File: config.mk
export PLATFORM = sky130hd
export DESIGN_NAME = wr_ptr_ctrl_flat
export DESIGN_NICKNAME = d
export VERILOG_FILES = /design/src/rtl/afifo_pkg.sv /design/src/rtl/wr_ptr_ctrl_if.sv /design/src/rtl/wr_ptr_ctrl_gray2bin.sv /design/src/rtl/wr_ptr_ctrl.sv /design/src/flat_wrapper.sv
export SDC_FILE = /design/constraint.sdc
export NUM_CORES = 1
export LEC_CHECK = 0
export ABC_AREA = 1
export CAP_MARGIN = 20
export CORE_MARGIN = 2
export CORE_UTILIZATION = 42
export CTS_CLUSTER_SIZE = 16
export DETAILED_ROUTE_END_ITERATION = 8
export PLACE_DENSITY = 0.77
export SYNTH_ARGS = -nofsm -noshare
export SYNTH_HDL_FRONTEND = slang
export SYNTH_SLANG_ARGS = --single-unit
File: constraint.sdc
create_clock -name wr_clk -period 2.6 [get_ports wr_clk]
set_clock_uncertainty 0.15 [all_clocks]
set_input_delay 0.26 -clock wr_clk [delete_from_list [all_inputs] [get_ports wr_clk]]
set_output_delay 0.26 -clock wr_clk [all_outputs]
set_load 0.05 [all_outputs]
File: src/rtl/afifo_pkg.sv
// Shared definitions for the dual-clock FIFO pointer controllers.
// Both the write-side and the read-side controllers take their pointer
// width, depth and Gray/binary helpers from here so the two domains agree.
package afifo_pkg;

  // The pointer carries one extra wrap bit above the RAM address.
  function automatic int ptr_w_of(input int addr_w);
    return addr_w + 1;
  endfunction

  // Number of RAM words addressed by addr_w bits.
  function automatic int depth_of(input int addr_w);
    return 1 << addr_w;
  endfunction

  // Binary to reflected Gray. Zero-extended operands convert correctly,
  // so callers may pass any width up to 32 bits and keep the low bits.
  function automatic logic [31:0] bin_to_gray(input logic [31:0] b);
    return b ^ (b >> 1);
  endfunction

  // Gray to binary: each binary bit is the XOR of all Gray bits at or
  // above it. Zero-extension leaves the low bits unchanged.
  function automatic logic [31:0] gray_to_bin(input logic [31:0] g);
    logic [31:0] b;
    b[31] = g[31];
    for (int i = 30; i >= 0; i--) begin
      b[i] = b[i+1] ^ g[i];
    end
    return b;
  endfunction

endpackage

File: src/rtl/wr_ptr_ctrl_if.sv
// Write-side FIFO bundle: client request, RAM write port, synchronised read
// pointer and status flags. The master is the client/system side, the slave
// is the write pointer controller.
interface wr_ptr_ctrl_if
  import afifo_pkg::*;
#(
  parameter int ADDR_W = 4
);
  localparam int PTR_W = ptr_w_of(ADDR_W);

  logic              wr_en;
  logic [PTR_W-1:0]  g_rd_ptr_sync;
  logic [PTR_W-1:0]  af_level;
  logic              ovf_clr;
  logic              wr_fire;
  logic [ADDR_W-1:0] wr_addr;
  logic [PTR_W-1:0]  g_wr_ptr;
  logic              full;
  logic              almost_full;
  logic [PTR_W-1:0]  wr_count;
  logic              overflow;

  modport master (
    output wr_en, g_rd_ptr_sync, af_level, ovf_clr,
    input  wr_fire, wr_addr, g_wr_ptr, full, almost_full, wr_count, overflow
  );

  modport slave (
    input  wr_en, g_rd_ptr_sync, af_level, ovf_clr,
    output wr_fire, wr_addr, g_wr_ptr, full, almost_full, wr_count, overflow
  );

endinterface

File: src/rtl/wr_ptr_ctrl_gray2bin.sv
// Purely combinational Gray-to-binary decoder of configurable width.
module gray2bin #(
  parameter int W = 5
) (
  input  logic [W-1:0] g,
  output logic [W-1:0] b
);

  // Binary bit i is the parity of Gray bits W-1 down to i.
  for (genvar i = 0; i < W; i++) begin : g_bit
    assign b[i] = ^g[W-1:i];
  end

endmodule

File: src/rtl/wr_ptr_ctrl.sv
// Write-side pointer controller for the dual-clock FIFO. Tracks the binary
// and Gray write pointers, the write-side occupancy, full / almost-full and
// a sticky overflow flag, and drives the RAM write strobe and address.
// Full and occupancy are computed against the synchronised (lagging) read
// pointer, so they can only be pessimistic, never optimistic.
module wr_ptr_ctrl
  import afifo_pkg::*;
#(
  parameter int ADDR_W = 4
) (
  input  logic         wr_clk,
  input  logic         rst_n,
  wr_ptr_ctrl_if.slave bus
);

  localparam int PTR_W = ptr_w_of(ADDR_W);

  // Registered state
  logic [PTR_W-1:0] b_wr_ptr;
  logic [PTR_W-1:0] g_wr_ptr_r;
  logic [PTR_W-1:0] wr_count_r;
  logic             full_r;
  logic             almost_full_r;
  logic             overflow_r;

  // Next-state terms
  logic             wr_fire;
  logic [PTR_W-1:0] b_next;
  logic [PTR_W-1:0] g_next;
  logic [PTR_W-1:0] rd_bin;
  logic [PTR_W-1:0] cnt_next;
  logic [PTR_W-1:0] g_rd_full;
  logic             full_next;
  logic             af_next;
  logic             ovf_next;

  gray2bin #(
    .W (PTR_W)
  ) u_rd_g2b (
    .g (bus.g_rd_ptr_sync),
    .b (rd_bin)
  );

  // A request is only honoured out of reset and with room left; a refused
  // write leaves the pointers alone and never reaches the RAM.
  assign wr_fire = bus.wr_en & ~full_r & rst_n;

  // Pointer advance and occupancy; modulo arithmetic covers the wrap.
  always_comb begin
    b_next   = b_wr_ptr + PTR_W'(wr_fire);
    g_next   = b_next ^ (b_next >> 1);
    cnt_next = b_next - rd_bin;
  end

  // Full when the next Gray write pointer equals the read pointer with its
  // two top bits inverted (same address, opposite lap).
  always_comb begin
    g_rd_full = {~bus.g_rd_ptr_sync[PTR_W-1:PTR_W-2], bus.g_rd_ptr_sync[PTR_W-3:0]};
    full_next = (g_next == g_rd_full);
  end

  // Unsigned threshold compare: level 0 always asserts, levels above the
  // depth can never be reached by the count.
  always_comb begin
    af_next = (cnt_next >= bus.af_level);
  end

  // Sticky overflow: a refused request sets it, clear only acts when no
  // set is present in the same cycle.
  always_comb begin
    ovf_next = overflow_r;
    if (bus.wr_en && full_r) begin
      ovf_next = 1'b1;
    end else if (bus.ovf_clr) begin
      ovf_next = 1'b0;
    end
  end

  // All write-domain state, cleared together by the synchronous reset.
  always_ff @(posedge wr_clk) begin
    if (!rst_n) begin
      b_wr_ptr      <= '0;
      g_wr_ptr_r    <= '0;
      wr_count_r    <= '0;
      full_r        <= 1'b0;
      almost_full_r <= 1'b0;
      overflow_r    <= 1'b0;
    end else begin
      b_wr_ptr      <= b_next;
      g_wr_ptr_r    <= g_next;
      wr_count_r    <= cnt_next;
      full_r        <= full_next;
      almost_full_r <= af_next;
      overflow_r    <= ovf_next;
    end
  end

  // The Gray pointer leaves straight from its flop so the crossing sees a
  // single-bit, glitch-free change per accepted write.
  assign bus.wr_fire     = wr_fire;
  assign bus.wr_addr     = b_wr_ptr[ADDR_W-1:0];
  assign bus.g_wr_ptr    = g_wr_ptr_r;
  assign bus.full        = full_r;
  assign bus.almost_full = almost_full_r;
  assign bus.wr_count    = wr_count_r;
  assign bus.overflow    = overflow_r;

endmodule

File: src/flat_wrapper.sv
// flat-port wrapper written by rule: the top's interface ports become plain ports
module wr_ptr_ctrl_flat import afifo_pkg::*;
#(
  parameter int ADDR_W = 4
)
  (wr_clk, rst_n, bus_wr_en, bus_g_rd_ptr_sync, bus_af_level, bus_ovf_clr, bus_wr_fire, bus_wr_addr, bus_g_wr_ptr, bus_full, bus_almost_full, bus_wr_count, bus_overflow);
  wr_ptr_ctrl_if #(.ADDR_W(ADDR_W)) bus_i ();
  input  logic wr_clk;
  input  logic rst_n;
  input wire logic [$bits(bus_i.wr_en)-1:0] bus_wr_en;
  input wire logic [$bits(bus_i.g_rd_ptr_sync)-1:0] bus_g_rd_ptr_sync;
  input wire logic [$bits(bus_i.af_level)-1:0] bus_af_level;
  input wire logic [$bits(bus_i.ovf_clr)-1:0] bus_ovf_clr;
  output wire logic [$bits(bus_i.wr_fire)-1:0] bus_wr_fire;
  output wire logic [$bits(bus_i.wr_addr)-1:0] bus_wr_addr;
  output wire logic [$bits(bus_i.g_wr_ptr)-1:0] bus_g_wr_ptr;
  output wire logic [$bits(bus_i.full)-1:0] bus_full;
  output wire logic [$bits(bus_i.almost_full)-1:0] bus_almost_full;
  output wire logic [$bits(bus_i.wr_count)-1:0] bus_wr_count;
  output wire logic [$bits(bus_i.overflow)-1:0] bus_overflow;
  assign bus_i.wr_en = bus_wr_en;
  assign bus_i.g_rd_ptr_sync = bus_g_rd_ptr_sync;
  assign bus_i.af_level = bus_af_level;
  assign bus_i.ovf_clr = bus_ovf_clr;
  assign bus_wr_fire = bus_i.wr_fire;
  assign bus_wr_addr = bus_i.wr_addr;
  assign bus_g_wr_ptr = bus_i.g_wr_ptr;
  assign bus_full = bus_i.full;
  assign bus_almost_full = bus_i.almost_full;
  assign bus_wr_count = bus_i.wr_count;
  assign bus_overflow = bus_i.overflow;
  wr_ptr_ctrl #(.ADDR_W(ADDR_W)) u_core (.wr_clk(wr_clk), .rst_n(rst_n), .bus(bus_i));
endmodule
==> impl_table.tex <==
\begin{tabular}{lr}
\hline
Metric & Value \\
\hline
\multicolumn{2}{l}{\textbf{Outcome}} \\
Run status & complete, but fails checks \\
Failing checks & setup timing \\
\multicolumn{2}{l}{\textbf{Finish}} \\
Area occupied by registers & 345 um2 \\
Final std cell area, no fill & about 2000 um2 \\
Fraction of layout instances using a drive strength above 1 & between 30\% and 40\% \\
Count of fill cells added during filler insertion & roughly 150 \\
Multi-input logic area & approximately 850 um2 \\
Layout area overhead & 75.3\% \\
Layout net count & 260 \\
Antenna fix cells & 0 \\
\multicolumn{2}{l}{\textbf{CTS}} \\
Number of clock buffers inserted by TritonCTS & 3 \\
Sinks on Clock Net & 17 \\
Root buffer cell & clkbuf\_4 \\
Maximum level of the CTS H-tree & 1 \\
Cts hold-fix bufs & 0 \\
CTS tree & yes \\
Clock-pin slew on the worst setup and hold paths & $\sim$0.11 ns \\
Clock Latency Late Sink & just over 0.3 ns \\
Maximum clock path buffer count & 2 \\
\multicolumn{2}{l}{\textbf{GRT}} \\
Initial antenna violation count & 0 \\
GR Util All Layers & a little over a quarter \\
Global-route wire length before repair & 6.42 mm \\
Residual overflow from global routing & 0 \\
Via count of the first global-routing pass & between 1,000 and 1,500 \\
Maximum number of pins on one net before global-route repair & 16 \\
\multicolumn{2}{l}{\textbf{Detailed routing}} \\
Routed via count & between 1,000 and 1,500 \\
DRC violations left & 0 \\
Total length of routed wires & 4.21 mm \\
Remaining number of nets flagged by the antenna check after routing & 0 \\
Number of DRC markers in iteration 0 & 68 \\
Average detailed-routed wire length per instance & 16.0 um \\
Post-DR vias/cell & $\sim$5.3 \\
First drt pass iteration count & 4 \\
\multicolumn{2}{l}{\textbf{STA}} \\
Achievable clock frequency & 0.352 GHz \\
Final worst setup slack & -0.243 ns \\
Slew at the pin closest to its max-slew limit & about 0.52 ns \\
Setup total negative slack & -0.429 ns \\
Hold slack & between 0.2 and 0.25 ns \\
Final-report hold violation count & 0 \\
Setup repair after global routing missed its margin & yes \\
Post-route minimum period & about 2.8 ns \\
Final Max Tran Viols & 0 \\
Post-route fraction of the period consumed by the critical path & 109\% \\
Relative slew slack & about 65\% \\
Final number of setup-violating endpoints & 2 \\
\multicolumn{2}{l}{\textbf{Setup path}} \\
Chain of cells forming the critical path & nor2\_4 -> ha\_4 -> xor2\_2 -> inv\_2 -> fa\_2 -> inv\_2 -> nand3\_2 -> nand2\_2 -> xor2\_2 -> inv\_2 -> ha\_4 -> nand4\_1 -> nor2\_1 -> a211oi\_2 -> nor2\_1 \\
Critical-path maximum fanout & 4 \\
Highest cell delay on the worst timing path & 0.37 ns \\
Critical Path Most Common Cell & inv\_2 \\
Worst setup EP type & flip-flop \\
Crit path required time & 2.65 ns \\
Category of the worst setup path launch point & flip-flop \\
Arrival time at the worst endpoint & just under 3 ns \\
Category of the critical setup timing path & reg -> reg \\
Highest-delay cell along the critical path & fa\_2 \\
Worst reg-to-reg path cell count & 15 \\
\multicolumn{2}{l}{\textbf{Synthesis}} \\
Number of distinct standard cells referenced by the synthesized netlist & 24 \\
Synthesis-stage register bit count & 17 \\
Synthesized area per cell & 7.17 um2 \\
Syn Std Cell Area & $\sim$1100 um2 \\
Synth warnings & 0 \\
Top cell type's share of synthesized area & 30.2\% \\
Post-synth top area cell & dfxtp\_1 \\
Top cells by area, synth & dfxtp\_1, ha\_1, nand2\_1, inv\_1, nor2\_1 \\
Synthesized instance count & 157 \\
Synthesized net count & 184 \\
Sequential cell area fraction in the yosys report & around 30\% \\
\multicolumn{2}{l}{\textbf{Floorplanning}} \\
Area enclosed by the die boundary & roughly 3100 um2 \\
Core Rows & 18 \\
Starting Density & a little under half \\
Floorplan core area & $\sim$2500 um2 \\
Overall die width & roughly 56 um \\
Top-level I/O count & 32 \\
Vertical die dimension & roughly 56 um \\
\multicolumn{2}{l}{\textbf{Min path}} \\
Worst hold stages & 3 \\
Class of the tightest hold or removal check & in -> reg \\
\multicolumn{2}{l}{\textbf{Placed design}} \\
Placement Cell Area & 1710 um2 \\
Port Buffers & 31 \\
Placer congestion estimate & 0.825 \\
Post-detail-place hpwl & 2.21 mm \\
Setup slack after placement & -0.765 ns \\
\multicolumn{2}{l}{\textbf{Power and ir drop}} \\
Overall power after layout & about 1.0 mW \\
Static leakage power & 0.940 nW \\
Power per unit of standard cell area & 521 nW/um2 \\
Maximum vdd drop & roughly 0.00045 V \\
\multicolumn{2}{l}{\textbf{Run}} \\
Max-Cap Viols & 0 \\
\hline
\end{tabular}
state kept, by name (all words and copies together), names as in the netlist:
signal,cells
u_core.bus.g_wr_ptr,5
u_core.bus.full,1
u_core.bus.almost_full,1
u_core.bus.wr_count,5
u_core.bus.overflow,1
u_core.b_wr_ptr,4
worst paths after layout:
kind | to | start | slack (ns)
setup reg to reg | u_core.bus.almost_full | u_core.bus.full | -0.24
hold reg to reg | u_core.bus.overflow | u_core.bus.overflow | 0.33
hold / removal | u_core.bus.overflow | bus_wr_en | 0.23
setup / recovery | u_core.bus.almost_full | u_core.bus.full | -0.24
Yosys cell counts (all sizes together):
cell type  instances
a211oi             1
a21oi              9
buf                2
dfxtp             17
fa                 1
ha                12
inv               25
nand2             42
nand3             11
nand3b             1
nand4              5
nor2              19
nor3               1
o21ai              2
xnor2              5
xor2               4
cells by family (layout without fill, tap and decap cells):
kind of cell / Yosys count / after routing / synth area share, %
flip-flops: 17 / 17 / 30.2
XOR/XNOR: 9 / 9 / 8.33
adder cells (fa/ha/maj): 13 / 13 / 15.1
AO/OA/AOI/OAI: 12 / 12 / 5.56
buffers and inverters: 27 / 102 / 9.67
AND/OR/NAND/NOR: 79 / 79 / 31.1
metal layers:
metal | wire, um | GRT usage (%) | vias to the layer above
li1 | - | - | 643
met1 | 1670 | 29.8 | 638
met2 | 2020 | 45.6 | 82
met3 | 254 | 3.95 | 25
met4 | 257 | 18.8 | 0
met5 | 0 | 0 | -
report_power, final:
group	switching (mW)	internal, mW	total [mW]
clock	0.0970	0.0576	0.155
combinational	0.311	0.267	0.578
sequential	0.00997	0.285	0.295
total	0.418	0.610	1.03
layout make-up:
class / instances / share of cell area (%)
clock buffer: 3 / 1.14
multi-input combinational: 113 / 43.2
clock inverter: 1 / 0.253
tap: 30 / 1.90
inverter: 25 / 4.75
timing repair buffer: 73 / 31.2
sequential: 17 / 17.5
per-stage QoR:
stage / cells / util (%)
global route: 262 / 79.0
finish: 262 / 79.0
detailed placement: 239 / 68.4
global placement: 239 / 68.4
CTS: 260 / 78.1
floorplan: 157 / -
placed cells by master (no fill, tap or decap):
cell type        instances
nand3b_1                 1
xor2_2                   4
nand3_1                  9
nand3_2                  2
a211oi_2                 1
clkinv_2                 1
clkbuf_2                 1
nor2_2                   2
xnor2_2                  2
a21oi_1                  6
xnor2_1                  3
ha_4                     8
nand2_4                  1
o21ai_2                  2
dfxtp_4                  1
clkbuf_4                 3
fa_2                     1
inv_1                   19
nor2_4                   1
inv_2                    6
dlygate4sd2_1            5
nor2_1                  16
clkdlybuf4s50_1         23
clkdlybuf4s15_2          1
nor3_1                   1
buf_6                    1
dfxtp_1                 15
nand2_2                  5
nand4_1                  5
nand2_1                 36
a21oi_2                  3
ha_1                     4
dfxtp_2                  1
buf_4                   42
worst max-delay path, delay by kind of cell (launching register included):
family | cells | cell delay [ns]
simple gates | 6 | 0.55
buf+inv | 3 | 0.25
fa+ha+maj | 3 | 0.84
xor+xnor | 2 | 0.40
flops | 1 | 0.36
compound gates | 1 | 0.19
repair_timing:
| action | in CTS | in global routing |
|---|---|---|
| setup endpoints to repair | 1 | 2 |
| endpoints found under the hold margin | 0 | 0 |
| pin swaps | 13 | 4 |
| gates resized for setup | 28 | 4 |
| buffers inserted | 18 | 2 |
| cloned | 0 | 0 |
Power figures use the tool's default switching activity.
